--- config.mk ---
export PLATFORM = sky130hd
export DESIGN_NAME = sequencer_run_controller_flat
export DESIGN_NICKNAME = d
export VERILOG_FILES = /design/src/rtl/seq_ctrl_pkg.sv /design/src/rtl/sequencer_run_controller_if.sv /design/src/rtl/seq_rate_divider.sv /design/src/rtl/sequencer_run_controller.sv /design/src/flat_wrapper.sv
export SDC_FILE = /design/constraint.sdc
export NUM_CORES = 1
export LEC_CHECK = 0
export BUFFER_PORTS_ARGS = -buffer_cell sky130_fd_sc_hd__buf_2
export CORE_MARGIN = 8
export CORE_UTILIZATION = 30
export CTS_CLUSTER_DIAMETER = 30
export DETAILED_ROUTE_END_ITERATION = 6
export PLACE_DENSITY_LB_ADDON = 0.1
export SLEW_MARGIN = 15
export SYNTH_ARGS = -nofsm -noshare
export SYNTH_HDL_FRONTEND = slang
export SYNTH_SLANG_ARGS = --single-unit
--- constraint.sdc ---
create_clock -name clock -period 2.5 [get_ports clock]
set_clock_uncertainty 0.1 [all_clocks]
set_input_delay 0.125 -clock clock [delete_from_list [all_inputs] [get_ports clock]]
set_output_delay 0.125 -clock clock [all_outputs]
set_load 0.01 [all_outputs]
--- src/rtl/seq_ctrl_pkg.sv ---
// Shared types and defaults for the sequencer run/stop/step controller.
// The stop-priority helper keeps the cause ordering in one place.
package seq_ctrl_pkg;

  localparam int DIV_W_DEF  = 8;
  localparam int ADDR_W_DEF = 16;
  localparam int CNT_W_DEF  = 16;

  typedef enum logic [1:0] {
    STOPPED = 2'd0,
    RUN     = 2'd1,
    STEP    = 2'd2
  } run_state_t;

  typedef enum logic [1:0] {
    CAUSE_NONE = 2'd0,
    CAUSE_USER = 2'd1,
    CAUSE_HALT = 2'd2,
    CAUSE_BKPT = 2'd3
  } stop_cause_t;

  // Highest-priority reason to stop at a boundary; a single step completing
  // reports as an operator stop.
  function automatic stop_cause_t pick_cause(input logic halt, input logic user,
                                             input logic bkpt, input logic step);
    if (halt)      return CAUSE_HALT;
    else if (user) return CAUSE_USER;
    else if (bkpt) return CAUSE_BKPT;
    else if (step) return CAUSE_USER;
    return CAUSE_NONE;
  endfunction

endpackage

--- src/rtl/sequencer_run_controller_if.sv ---
// Front-panel / sequencer bundle seen by the run controller.
// master = panel + sequencer side, slave = the controller.
interface sequencer_run_controller_if
  import seq_ctrl_pkg::*;
#(
  parameter int DIV_W  = DIV_W_DEF,
  parameter int ADDR_W = ADDR_W_DEF,
  parameter int CNT_W  = CNT_W_DEF
);
  logic              run_req;
  logic              stop_req;
  logic              step_req;
  logic [DIV_W-1:0]  rate_div;
  logic              instr_boundary;
  logic              halt_seen;
  logic [ADDR_W-1:0] pc;
  logic [ADDR_W-1:0] bkpt_addr;
  logic              bkpt_en;
  logic              seq_clk_en;
  logic              running;
  logic              step_done;
  logic [1:0]        stop_cause;
  logic [CNT_W-1:0]  instr_count;

  modport master (
    output run_req, stop_req, step_req, rate_div, instr_boundary, halt_seen,
           pc, bkpt_addr, bkpt_en,
    input  seq_clk_en, running, step_done, stop_cause, instr_count
  );

  modport slave (
    input  run_req, stop_req, step_req, rate_div, instr_boundary, halt_seen,
           pc, bkpt_addr, bkpt_en,
    output seq_clk_en, running, step_done, stop_cause, instr_count
  );
endinterface

--- src/rtl/seq_rate_divider.sv ---
// Advance-rate divider: tick every rate_div+1 enabled clocks, restartable.
module seq_rate_divider #(
  parameter int DIV_W = 8
) (
  input  logic             clock,
  input  logic             reset_n,
  input  logic             clr,
  input  logic             en,
  input  logic [DIV_W-1:0] rate_div,
  output logic             tick
);
  logic [DIV_W-1:0] cnt;

  // Live compare: a lowered rate_div below cnt lets the counter wrap first.
  assign tick = en && (cnt == rate_div);

  always_ff @(posedge clock or negedge reset_n) begin
    if (!reset_n)     cnt <= '0;
    else if (clr)     cnt <= '0;
    else if (en)      cnt <= (cnt == rate_div) ? '0 : cnt + DIV_W'(1);
  end
endmodule

--- src/rtl/sequencer_run_controller.sv ---
// Run/stop/step controller: paces one-pulse advances to the relay sequencer
// and stops only at instruction boundaries (operator, HLT, breakpoint).
module sequencer_run_controller
  import seq_ctrl_pkg::*;
#(
  parameter int DIV_W  = DIV_W_DEF,
  parameter int ADDR_W = ADDR_W_DEF,
  parameter int CNT_W  = CNT_W_DEF
) (
  input logic                       clock,
  input logic                       reset_n,
  sequencer_run_controller_if.slave bus
);
  run_state_t        state;
  stop_cause_t       cause_q;
  stop_cause_t       cause_nx;
  logic              stop_pend;
  logic              halt_pend;
  logic              first;
  logic              seq_clk_en_q;
  logic              running_q;
  logic              step_done_q;
  logic [CNT_W-1:0]  instr_count_q;
  logic              tick;
  logic              div_clr;
  logic              div_en;
  logic              start;
  logic              bkpt_hit;
  logic              at_check;
  logic [ADDR_W-1:0] pc_cmp;
  logic [ADDR_W-1:0] bkpt_cmp;

  assign start   = (state == STOPPED) && (bus.run_req || bus.step_req);
  assign div_clr = start;
  assign div_en  = (state != STOPPED);

  seq_rate_divider #(.DIV_W(DIV_W)) u_div (
    .clock    (clock),
    .reset_n  (reset_n),
    .clr      (div_clr),
    .en       (div_en),
    .rate_div (bus.rate_div),
    .tick     (tick)
  );

  assign pc_cmp   = bus.pc;
  assign bkpt_cmp = bus.bkpt_addr;
  assign bkpt_hit = bus.bkpt_en && (pc_cmp == bkpt_cmp);

  // first masks the resume boundary so a breakpoint or step can move off it.
  assign at_check = tick && bus.instr_boundary && !first;
  assign cause_nx = pick_cause(halt_pend, stop_pend, bkpt_hit, state == STEP);

  always_ff @(posedge clock or negedge reset_n) begin
    if (!reset_n) begin
      state         <= STOPPED;
      cause_q       <= CAUSE_NONE;
      stop_pend     <= 1'b0;
      halt_pend     <= 1'b0;
      first         <= 1'b0;
      seq_clk_en_q  <= 1'b0;
      running_q     <= 1'b0;
      step_done_q   <= 1'b0;
      instr_count_q <= '0;
    end else begin
      seq_clk_en_q <= 1'b0;
      step_done_q  <= 1'b0;
      case (state)
        STOPPED: begin
          if (start) begin
            state     <= bus.run_req ? RUN : STEP;
            running_q <= 1'b1;
            first     <= 1'b1;
            stop_pend <= 1'b0;
            halt_pend <= 1'b0;
          end
        end
        RUN, STEP: begin
          if (bus.stop_req)  stop_pend <= 1'b1;
          if (bus.halt_seen) halt_pend <= 1'b1;
          if (tick) begin
            if (at_check && (cause_nx != CAUSE_NONE)) begin
              state       <= STOPPED;
              running_q   <= 1'b0;
              cause_q     <= cause_nx;
              step_done_q <= (state == STEP);
            end else begin
              seq_clk_en_q <= 1'b1;
              if (bus.instr_boundary) begin
                instr_count_q <= instr_count_q + CNT_W'(1);
                first         <= 1'b0;
              end
            end
          end
        end
        default: begin
          state     <= STOPPED;
          running_q <= 1'b0;
        end
      endcase
    end
  end

  assign bus.seq_clk_en  = seq_clk_en_q;
  assign bus.running     = running_q;
  assign bus.step_done   = step_done_q;
  assign bus.stop_cause  = cause_q;
  assign bus.instr_count = instr_count_q;
endmodule

--- src/flat_wrapper.sv ---
// flat-port wrapper written by rule: the top's interface ports become plain ports
module sequencer_run_controller_flat import seq_ctrl_pkg::*;
#(
  parameter int DIV_W  = DIV_W_DEF,
  parameter int ADDR_W = ADDR_W_DEF,
  parameter int CNT_W  = CNT_W_DEF
)
  (clock, reset_n, bus_run_req, bus_stop_req, bus_step_req, bus_rate_div, bus_instr_boundary, bus_halt_seen, bus_pc, bus_bkpt_addr, bus_bkpt_en, bus_seq_clk_en, bus_running, bus_step_done, bus_stop_cause, bus_instr_count);
  sequencer_run_controller_if #(.DIV_W(DIV_W), .ADDR_W(ADDR_W), .CNT_W(CNT_W)) bus_i ();
  input logic clock;
  input logic reset_n;
  input wire logic [$bits(bus_i.run_req)-1:0] bus_run_req;
  input wire logic [$bits(bus_i.stop_req)-1:0] bus_stop_req;
  input wire logic [$bits(bus_i.step_req)-1:0] bus_step_req;
  input wire logic [$bits(bus_i.rate_div)-1:0] bus_rate_div;
  input wire logic [$bits(bus_i.instr_boundary)-1:0] bus_instr_boundary;
  input wire logic [$bits(bus_i.halt_seen)-1:0] bus_halt_seen;
  input wire logic [$bits(bus_i.pc)-1:0] bus_pc;
  input wire logic [$bits(bus_i.bkpt_addr)-1:0] bus_bkpt_addr;
  input wire logic [$bits(bus_i.bkpt_en)-1:0] bus_bkpt_en;
  output wire logic [$bits(bus_i.seq_clk_en)-1:0] bus_seq_clk_en;
  output wire logic [$bits(bus_i.running)-1:0] bus_running;
  output wire logic [$bits(bus_i.step_done)-1:0] bus_step_done;
  output wire logic [$bits(bus_i.stop_cause)-1:0] bus_stop_cause;
  output wire logic [$bits(bus_i.instr_count)-1:0] bus_instr_count;
  assign bus_i.run_req = bus_run_req;
  assign bus_i.stop_req = bus_stop_req;
  assign bus_i.step_req = bus_step_req;
  assign bus_i.rate_div = bus_rate_div;
  assign bus_i.instr_boundary = bus_instr_boundary;
  assign bus_i.halt_seen = bus_halt_seen;
  assign bus_i.pc = bus_pc;
  assign bus_i.bkpt_addr = bus_bkpt_addr;
  assign bus_i.bkpt_en = bus_bkpt_en;
  assign bus_seq_clk_en = bus_i.seq_clk_en;
  assign bus_running = bus_i.running;
  assign bus_step_done = bus_i.step_done;
  assign bus_stop_cause = bus_i.stop_cause;
  assign bus_instr_count = bus_i.instr_count;
  sequencer_run_controller #(.DIV_W(DIV_W), .ADDR_W(ADDR_W), .CNT_W(CNT_W)) u_core (.clock(clock), .reset_n(reset_n), .bus(bus_i));
endmodule
==> flow_metrics.py, run 1 <==
metrics = {
    "setup_path": {
        "crit_type": "flip-flop to flip-flop",
        "cp-start-kind": "flip-flop",
        "cp_common_cell": "xor2_1",
        "crit_path_max_fanout": 10,
        "worst_setup_path_end_kind": "flip-flop",
        "cpPeakStageDelay_ns": 0.45,
        "slowest_stage": "a2111o_1",
        "crit_chain": "xor2_1, nor4_1, nand2_1, a2111o_1, buf_4, nor3_1, xor2_1",
        "cp.buffers_inverters": 1,
        "arrival_ns": 2.38,
        "cpLargestDelayFamily": "simple AND/OR/NAND/NOR gates",
        "worstPathRequired_ns": 2.60,
    },
    "timing": {
        "grt_setup_unrepaired": "no",
        "tightest_slew_ns": 0.789,
        "holdWs_ns": 0.122,
        "fmax_ghz": 0.439,
        "slew-limit-headroom": 0.474,
        "final.setup.worst_slack_ns": 0.221,
        "slew_violations": 0,
        "hold_viol": 0,
        "setup_viol": 0,
        "finalCritPeriodShare": 0.912,
        "fin_tns_setup_ns": 0,
        "period_minus_slack_ns": 2.28,
    },
    "detailed_routing": {
        "drtPass1Iterations": 2,
        "drtIter0Drc": 46,
        "wl_um": 4870,
        "drc_errors": 0,
        "vias_per_cell": 4.66,
        "wl_per_cell_um": 13.5,
        "num_vias": 1684,
        "antenna_left": 0,
    },
    "placed_design": {
        "detailedPlace.worstSlack_ns": 0.190,
        "place_hpwl_um": 3870,
        "port_buffers": 68,
        "gp_congestion": 0.729,
    },
    "global_route": {
        "met1_usage": 0.128,
        "antenna_found_initial": 0,
        "grt_pass1_vias": 1729,
        "met3_usage": 0.0301,
        "grt_pass1_wl_um": 8090,
        "grtUsageMet2": 0.192,
        "grt_max_degree": 35,
        "grt_overflow_total": 0,
        "grt_busiest_layer": "met2",
        "grt_usage": 0.110,
    },
    "clock_tree": {
        "cts.clk_slew.worst_paths_ns": 0.07,
        "clk_path_buf_depth": 2,
        "cts_buffers": 5,
        "cts_sinks": 34,
        "htree_levels": 2,
        "cts_tree": "built",
        "post-cts-setup-buffers": 0,
        "clock_latency_ns": 0.28,
        "cts-root-buf": "clkbuf_8",
    },
    "floorplanning": {
        "rows": 29,
        "ios": 69,
        "die-width_um": 96.5,
        "initial_core_util": 0.308,
        "core_mm2": 0.00631,
        "die_height_um": 96.5,
        "die_area_mm2": 0.00931,
    },
    "yosys": {
        "synth_area_leaders": "dfrtp_1 (44%), xor2_1 (11%), xnor2_1 (7.7%)",
        "synth.top_cells.by_count": "dfrtp_1 (34), xor2_1 (24), xnor2_1 (17)",
        "yosys_warnings": 0,
        "yosysSeqAreaShare": 0.438,
        "synth.cell_area_mm2": 0.00194,
        "yosysTopAreaCellShare": 0.438,
        "synth_area_per_cell_um2": 9.62,
        "synth.distinct_cells": 37,
        "synth_fp_nets": 255,
        "synth_cells": 202,
        "yosysMostFrequentCell": "dfrtp_1",
        "yosysTopAreaCell": "dfrtp_1",
        "synthFlopType": "dfrtp_1",
        "synth_seq_cells": 34,
        "synth-edff-count": 0,
        "synthArstFlopShare": 1.00,
    },
    "finish": {
        "final_util": 0.401,
        "drive_above_1_share": 0.303,
        "fin_nets": 336,
        "fillers": 671,
        "n_antenna_cell": 0,
        "regArea_um2": 851,
        "synthToLayoutAreaGrowth_pct": 30.3,
        "multi_input_area_mm2": 0.00105,
    },
    "power_and_ir_drop": {
        "vdd_drop_max_v": 0.000368,
        "pwr_density_cell_mw_per_mm2": 637,
        "leakagePower_nw": 1.33,
    },
    "outcome": {
        "status": "completed",
    },
    "flow_run": {
        "cap_violations": 0,
    },
    "hold_path": {
        "hold_path_class": "input pin to flip-flop",
    },
}
-- worst min-delay path: stages --
cell and delay, ns:
buf_2 0.12, nor2_1 0.08, a21oi_1 0.05, o211a_1 0.10
-- metrics by stage --
| step | instances | instance area (µm²) | power (mW) |
|---|---|---|---|
| after CTS | 361 | 2530 | 1.65 |
| after global routing | 361 | 2530 | 1.73 |
| final | 361 | 2530 | 1.61 |
| after global placement | 350 | 2410 | 1.21 |
| after detailed placement | 350 | 2410 | 1.21 |
| after floorplan | 202 | 1940 | 0.996 |
-- cell type report --
cell class                 count  area share
clock buffer                   7      0.0341
timing repair buffer          77       0.164
sequential                    34       0.336
clock inverter                 1     0.00198
multi-input combinational    159       0.417
tap                           77      0.0381
inverter                       6     0.00890
-- report_power, final --
part	switching, mW	internal [mW]	leakage [nW]	total (mW)
Combinational	0.290	0.237	0.821	0.526
Clock	0.198	0.222	0.0482	0.420
Sequential	0.0552	0.610	0.460	0.665
Total	0.543	1.07	1.33	1.61
-- layout by cell type (no fill, tap or decap), drive strengths merged, types with 7 or more instances in the layout --
cell type,count
buf,74
clkbuf,7
dfrtp,34
nand2,15
nand3,8
nor2,16
nor3,10
o21ai,12
xnor2,17
xor2,24
-- flip-flops by register name, indices dropped and copies added, names as in the netlist --
register and count:
u_core.first 1, u_core.state 2, u_core.bus.instr_count 16, u_core.bus.stop_cause 2
u_core.bus.running 1, u_core.u_div.cnt 8, u_core.bus.step_done 1, u_core.stop_pend 1
u_core.halt_pend 1, u_core.bus.seq_clk_en 1
-- layer usage --
layer / routed length [µm] / vias to the layer above
li1: - / 862
met1: 2110 / 791
met2: 2470 / 27
met3: 245 / 4
met4: 42 / 0
met5: 0 / -
-- logic make-up after synthesis --
family | Yosys count | synth area share
AO/OA/AOI/OAI | 28 | 0.0921
multiplexers | 1 | 0.00579
buffers and inverters | 9 | 0.0193
flip-flops | 34 | 0.438
XOR/XNOR | 41 | 0.185
adder cells (fa/ha/maj) | 5 | 0.0322
AND/OR/NAND/NOR | 84 | 0.228
-- path summary, 6_finish.rpt --
path / startpoint / end / slack [ns] / cells after the start
worst max-delay path: u_core.u_div.cnt[6] / u_core.bus.instr_count[9] / 0.22 / 7
max in group asynchronous: reset_n / u_core.bus.instr_count[9] / 1.43 / 2
min in group asynchronous: reset_n / u_core.bus.stop_cause[1] / 0.35 / 2
worst max register to register: u_core.u_div.cnt[6] / u_core.bus.instr_count[9] / 0.22 / 7
worst min-delay path: bus_step_req / u_core.state[1] / 0.12 / 4
worst min register to register: u_core.bus.instr_count[15] / u_core.bus.instr_count[15] / 0.36 / 1
-- timing repair --
item | in CTS | in global routing
endpoints found under the setup margin | 0 | 2
endpoints found under the hold margin | 36 | 0
resized for setup | 0 | 1
hold buffers | 3 | 0
Power figures use the tool's default switching activity.
==> run 2: changes to the inputs <==
--- a/config.mk
+++ b/config.mk
@@ -5,6 +5,7 @@
 export SDC_FILE = /design/constraint.sdc
 export NUM_CORES = 1
 export LEC_CHECK = 0
+export ABC_AREA = 1
 export BUFFER_PORTS_ARGS = -buffer_cell sky130_fd_sc_hd__buf_2
 export CORE_MARGIN = 8
 export CORE_UTILIZATION = 30
==> run 2 against run 1 <==
- critical path depth is 6 higher
- clock-buffer cell count is 2 lower
- combinational power fell by 4.0%
- maximum frequency up 15%
- sequential share of layout area decreased by 5.2 points
- non-clock buffer count is 4 lower
- largest power group unchanged
- highest routed layer unchanged
==> flow_metrics.py, run 2 <==
metrics = {
    "clock_tree": {
        "cts-root-buf": "clkbuf_8",
        "htree_levels": 2,
        "clk_path_buf_depth": 2,
        "cts_tree": "built",
        "cts_sinks": 34,
        "clock_latency_ns": 0.28,
        "cts.clk_slew.worst_paths_ns": 0.07,
        "cts_buffers": 5,
        "post-cts-setup-buffers": 0,
    },
    "global_route": {
        "antenna_found_initial": 0,
        "grt_usage": 0.120,
        "grt_overflow_total": 0,
        "grt_max_degree": 35,
        "grt_pass1_vias": 2453,
        "grt_pass1_wl_um": 11400,
    },
    "outcome": {
        "status": "completed",
    },
    "floorplanning": {
        "die-width_um": 106,
        "die_height_um": 106,
        "rows": 33,
        "ios": 69,
        "initial_core_util": 0.303,
        "die_area_mm2": 0.0113,
        "core_mm2": 0.00805,
    },
    "detailed_routing": {
        "drtPass1Iterations": 4,
        "vias_per_cell": 4.36,
        "wl_um": 6390,
        "wl_per_cell_um": 11.7,
        "antenna_left": 0,
        "num_vias": 2382,
        "drc_errors": 0,
        "drtIter0Drc": 55,
    },
    "finish": {
        "drive_above_1_share": 0.206,
        "final_common_cell": "nand2_1",
        "fin_nets": 494,
        "mostFrequentLayoutCells": "nand2_1 (134), buf_2 (68), inv_1 (50)",
        "largest_reg_flops": 16,
        "synthToLayoutAreaGrowth_pct": 22.6,
        "final_util": 0.372,
        "n_antenna_cell": 0,
    },
    "timing": {
        "fin_tns_setup_ns": 0,
        "setup_viol": 0,
        "tightest_slew_ns": 0.780,
        "finalCritPeriodShare": 0.791,
        "slew_violations": 0,
        "hold_viol": 0,
        "period_minus_slack_ns": 1.98,
        "slew-limit-headroom": 0.480,
        "grt_setup_unrepaired": "no",
        "fmax_ghz": 0.506,
    },
    "setup_path": {
        "rrSetupSlack_ns": 0.52,
        "crit_type": "flip-flop to flip-flop",
        "cp-start-kind": "flip-flop",
        "crit_path_max_fanout": 15,
        "arrival_ns": 2.06,
        "worstPathRequired_ns": 2.58,
        "reg2reg_depth": 13,
        "worst_setup_path_end_kind": "flip-flop",
    },
    "yosys": {
        "synth_area_leaders": "dfrtp_1 (35%), nand2_1 (21%), inv_1 (7.7%)",
        "yosysMostFrequentCell": "nand2_1",
        "synth_fp_nets": 420,
        "yosysTopAreaCell": "dfrtp_1",
        "synth_seq_cells": 34,
        "yosysTopAreaCellShare": 0.348,
        "synth.top_cells.by_count": "nand2_1 (134), inv_1 (50), nor2_1 (36)",
        "synth.cell_area_mm2": 0.00244,
        "yosysSeqAreaShare": 0.348,
        "synth_cells": 367,
        "synth.distinct_cells": 28,
        "synthFlopType": "dfrtp_1",
        "synth-edff-count": 0,
        "yosys_warnings": 0,
        "synthArstFlopShare": 1.00,
        "synth_area_per_cell_um2": 6.65,
    },
    "placed_design": {
        "gp_congestion": 0.786,
        "port_buffers": 68,
        "place_hpwl_um": 5100,
    },
    "power_and_ir_drop": {
        "pwr_density_cell_mw_per_mm2": 522,
        "totalPowerFinal_mw": 1.56,
        "vdd_drop_max_v": 0.000200,
        "leakagePower_nw": 1.74,
    },
    "hold_path": {
        "hold_path_class": "input pin to flip-flop",
        "min_path_cells": 3,
    },
    "flow_run": {
        "cap_violations": 0,
    },
}
-- run 2: cell types whose count changed after synthesis, sizes merged, moves of 4 or more --
cell,before,now
and3,6,1
xor2,24,11
nand3,8,22
inv,6,54
a21o,4,0
nand4,6,20
xnor2,17,10
nand2b,4,0
nor4,5,0
nor2,16,40
nand2,15,136
-- run 2: kinds of logic after synthesis --
kind of cell | share of synthesized area
buffers and inverters | 0.102
AND/OR/NAND/NOR | 0.414
flip-flops | 0.348
AO/OA/AOI/OAI | 0.0343
XOR/XNOR | 0.0753
adder cells (fa/ha/maj) | 0.0256
-- run 2: cell type report --
| cell class | count | area, µm² |
|---|---|---|
| well taps | 105 | 131 |
| clock inverters | 2 | 10.0 |
| inverters | 55 | 206 |
| clock buffers | 5 | 68.8 |
| repair buffers | 73 | 385 |
| multi-input cells | 272 | 1340 |
| flip-flops and latches | 34 | 851 |
| fillers | 914 | 5060 |
-- run 2: worst max-delay path, stage by stage, from the launching register on --
cell	delay (ns)
dfrtp_1	0.43
inv_2	0.07
nand2_1	0.06
nand2_1	0.06
nor2_1	0.08
nand2_1	0.07
nor2_2	0.15
nand3_2	0.10
nor2_2	0.10
nand2_2	0.23
nand2_1	0.21
nand2_1	0.11
nand2_1	0.07
nand2_1	0.04
-- run 2: power by group --
part / total [mW] / leakage [nW] / internal, mW / switching [mW]
Clock: 0.391 / 0.0438 / 0.187 / 0.204
Combinational: 0.505 / 1.24 / 0.179 / 0.325
Sequential: 0.666 / 0.463 / 0.614 / 0.0529
Total: 1.56 / 1.74 / 0.980 / 0.582
-- run 2: repair_timing --
action | CTS | global route
hold endpoints to repair | 36 | 0
resized for setup | 0 | 0
hold buffers | 3 | 0
-- run 2: final timing paths --
check	startpoint	endpoint
setup / recovery	u_core.u_div.cnt[3]	u_core.state[1]
hold / removal	bus_step_req	u_core.state[1]
setup reg to reg	u_core.u_div.cnt[3]	u_core.state[1]
hold reg to reg	u_core.bus.stop_cause[1]	u_core.bus.stop_cause[1]
max in group asynchronous	reset_n	u_core.first
min in group asynchronous	reset_n	u_core.bus.instr_count[2]
-- run 2: per-layer routing --
layer | share of wire | vias up | wire length, µm | track usage
met5 | 0 | - | 0 | 0
met4 | 0.0080 | 0 | 51 | 0.0302
li1 | - | 1293 | - | -
met3 | 0.046 | 4 | 297 | 0.0302
met1 | 0.47 | 1036 | 2970 | 0.148
met2 | 0.48 | 49 | 3070 | 0.203
-- run 2: stage by stage --
step	hold WS [ns]	area [µm²]	instances	worst slack, ns
floorplan	-0.271	2440	367	0.854
global placement	0.166	2890	536	0.547
detailed placement	0.163	2890	536	0.512
CTS	0.00142	2990	546	0.508
global route	0.0268	2990	546	0.277
finish	0.0100	2990	546	0.522
==> run 3: changes to the inputs <==
--- a/config.mk
+++ b/config.mk
@@ -5,7 +5,7 @@
 export SDC_FILE = /design/constraint.sdc
 export NUM_CORES = 1
 export LEC_CHECK = 0
-export ABC_AREA = 1
+export ABC_AREA = 0
 export BUFFER_PORTS_ARGS = -buffer_cell sky130_fd_sc_hd__buf_2
 export CORE_MARGIN = 8
 export CORE_UTILIZATION = 30
==> constraint.sdc (replaced) <==
create_clock -name clock -period 1.71 [get_ports clock]
set_clock_uncertainty 0.1 [all_clocks]
set_input_delay 0.0855 -clock clock [delete_from_list [all_inputs] [get_ports clock]]
set_output_delay 0.0855 -clock clock [all_outputs]
set_load 0.01 [all_outputs]
==> run 3 against run 2 <==
- the flow now finishes with violations (negative setup slack)
- via count is 22% lower
- sequential power up 43%
- total power up 84%
- cell count decreased by 27%
- design area up 4.6%
- largest power group is now combinational logic
- highest routed layer unchanged
==> flow_metrics.py, run 3 (synthesis results as in run 1) <==
metrics = {
    "outcome": {
        "status": "complete, but fails checks",
        "violations": "negative setup slack",
    },
    "global_route": {
        "grt_usage": 0.130,
        "antenna_found_initial": 0,
        "grt_pass1_vias": 2097,
        "grt_pass1_wl_um": 9530,
        "grt_overflow_total": 0,
        "grt_max_degree": 19,
    },
    "finish": {
        "final_area_mm2": 0.00313,
        "final_common_cell": "buf_2",
        "fin_nets": 377,
        "mostFrequentLayoutCells": "buf_2 (68), buf_4 (40), dfrtp_1 (34)",
        "n_antenna_cell": 0,
        "drive_above_1_share": 0.495,
        "largest_reg_flops": 16,
        "fillers": 625,
        "synthToLayoutAreaGrowth_pct": 61.1,
    },
    "timing": {
        "slew_violations": 0,
        "hold_viol": 0,
        "slew-limit-headroom": 0.709,
        "tightest_slew_ns": 0.436,
        "grt_setup_unrepaired": "yes",
        "final.setup.worst_slack_ns": -0.514,
        "finalCritPeriodShare": 1.30,
        "fmax_ghz": 0.450,
        "period_minus_slack_ns": 2.22,
        "holdWs_ns": 0.0905,
        "setup_viol": 32,
    },
    "power_and_ir_drop": {
        "pwr-share-comb": 0.462,
        "power.net_switching_mw": 0.988,
        "pwr_density_cell_mw_per_mm2": 919,
        "vdd_drop_max_v": 0.000522,
        "p_clk_frac": 0.207,
        "seq_power_share": 0.331,
        "swShare": 0.343,
        "leakagePower_nw": 1.69,
        "p_int_mw": 1.89,
        "totalPowerFinal_mw": 2.88,
    },
    "placed_design": {
        "port_buffers": 68,
        "gp_congestion": 0.757,
        "placed_area_mm2": 0.00273,
        "place_hpwl_um": 4370,
    },
    "clock_tree": {
        "clk_path_buf_depth": 2,
        "cts-root-buf": "clkbuf_8",
        "htree_levels": 2,
        "cts_tree": "built",
        "cts.clk_slew.worst_paths_ns": 0.07,
        "clock_latency_ns": 0.29,
        "cts_sinks": 34,
        "cts_buffers": 5,
    },
    "floorplanning": {
        "die_height_um": 96.5,
        "core_mm2": 0.00631,
        "initial_core_util": 0.308,
        "rows": 29,
        "die_area_mm2": 0.00931,
        "die-width_um": 96.5,
        "ios": 69,
    },
    "flow_run": {
        "cap_violations": 0,
    },
    "detailed_routing": {
        "antenna_left": 0,
        "wl_per_cell_um": 14.2,
        "vias_per_cell": 4.64,
        "drtPass1Iterations": 3,
        "wl_um": 5670,
        "drc_errors": 0,
        "drtIter0Drc": 32,
        "num_vias": 1856,
    },
    "hold_path": {
        "hold_path_class": "input pin to flip-flop",
    },
    "setup_path": {
        "cp-start-kind": "flip-flop",
        "worstPathRequired_ns": 1.78,
        "rrSetupSlack_ns": -0.51,
        "arrival_ns": 2.30,
        "crit_path_max_fanout": 4,
        "crit_type": "flip-flop to flip-flop",
        "worst_setup_path_end_kind": "flip-flop",
    },
}
run 3: layer usage:
| layer | vias up | wire (µm) | track usage |
|---|---|---|---|
| met5 | - | 0 | 0 |
| met1 | 876 | 2430 | 0.149 |
| met2 | 27 | 2950 | 0.234 |
| li1 | 946 | - | - |
| met3 | 7 | 227 | 0.0309 |
| met4 | 0 | 61 | 0.0378 |
run 3: final cells by class:
cell class                      instances  area, µm²  area share
Clock buffer                            6       82.6      0.0264
Inverter                                6       22.5     0.00719
Multi-Input combinational cell        160       1330       0.425
Sequential cell                        34        851       0.272
Tap cell                               77       96.3      0.0308
Timing Repair Buffer                  117        747       0.239
run 3: path summary, 6_finish.rpt:
path                                             from                          to  depth (start not counted)
min reg2reg                u_core.bus.instr_count[15]  u_core.bus.instr_count[15]                          1
min                                       bus_run_req             u_core.state[0]                          4
max reg2reg                       u_core.u_div.cnt[2]             u_core.state[0]                          7
max in group asynchronous                     reset_n         u_core.u_div.cnt[4]                          3
max                               u_core.u_div.cnt[2]             u_core.state[0]                          7
min in group asynchronous                     reset_n    u_core.bus.stop_cause[1]                          2
run 3: per-stage QoR:
step                      setup slack, ns  TNS (ns)  utilization  cells
after floorplan                    -0.270     -4.23            -    202
after global placement             -0.523    -13.34        0.432    384
after detailed placement           -0.523    -13.21        0.432    384
after CTS                          -0.458    -10.90        0.482    398
after global routing               -0.636    -15.09        0.496    400
final                              -0.514    -11.67        0.496    400
run 3: repair_timing:
item                       CTS  global route
setup endpoints to repair   32            34
hold buffers                 3             0
buffers inserted             4             3
hold endpoints to repair    36             0
resized for setup           43            15
pin swaps                   13            18
gates cloned                 1             0
run 3: worst max-delay path: stages (launching register included):
cell and delay (ns):
dfrtp_1 0.39, xor2_1 0.16, nor4_2 0.33, nand2_1 0.14
buf_4 0.17, or4b_4 0.57, o21ai_4 0.18, o21ai_1 0.08
run 3: power by group through the flow:
stage          combinational [mW]  clock (mW)  sequential (mW)
3_5_place_dp                 1.11           0            0.971
6_report                     1.33       0.595            0.954
3_3_place_gp                 1.12           0            0.967
5_1_grt                      1.47       0.648            0.963
2_1_floorplan               0.583           0            0.982
4_1_cts                      1.26       0.622            0.955
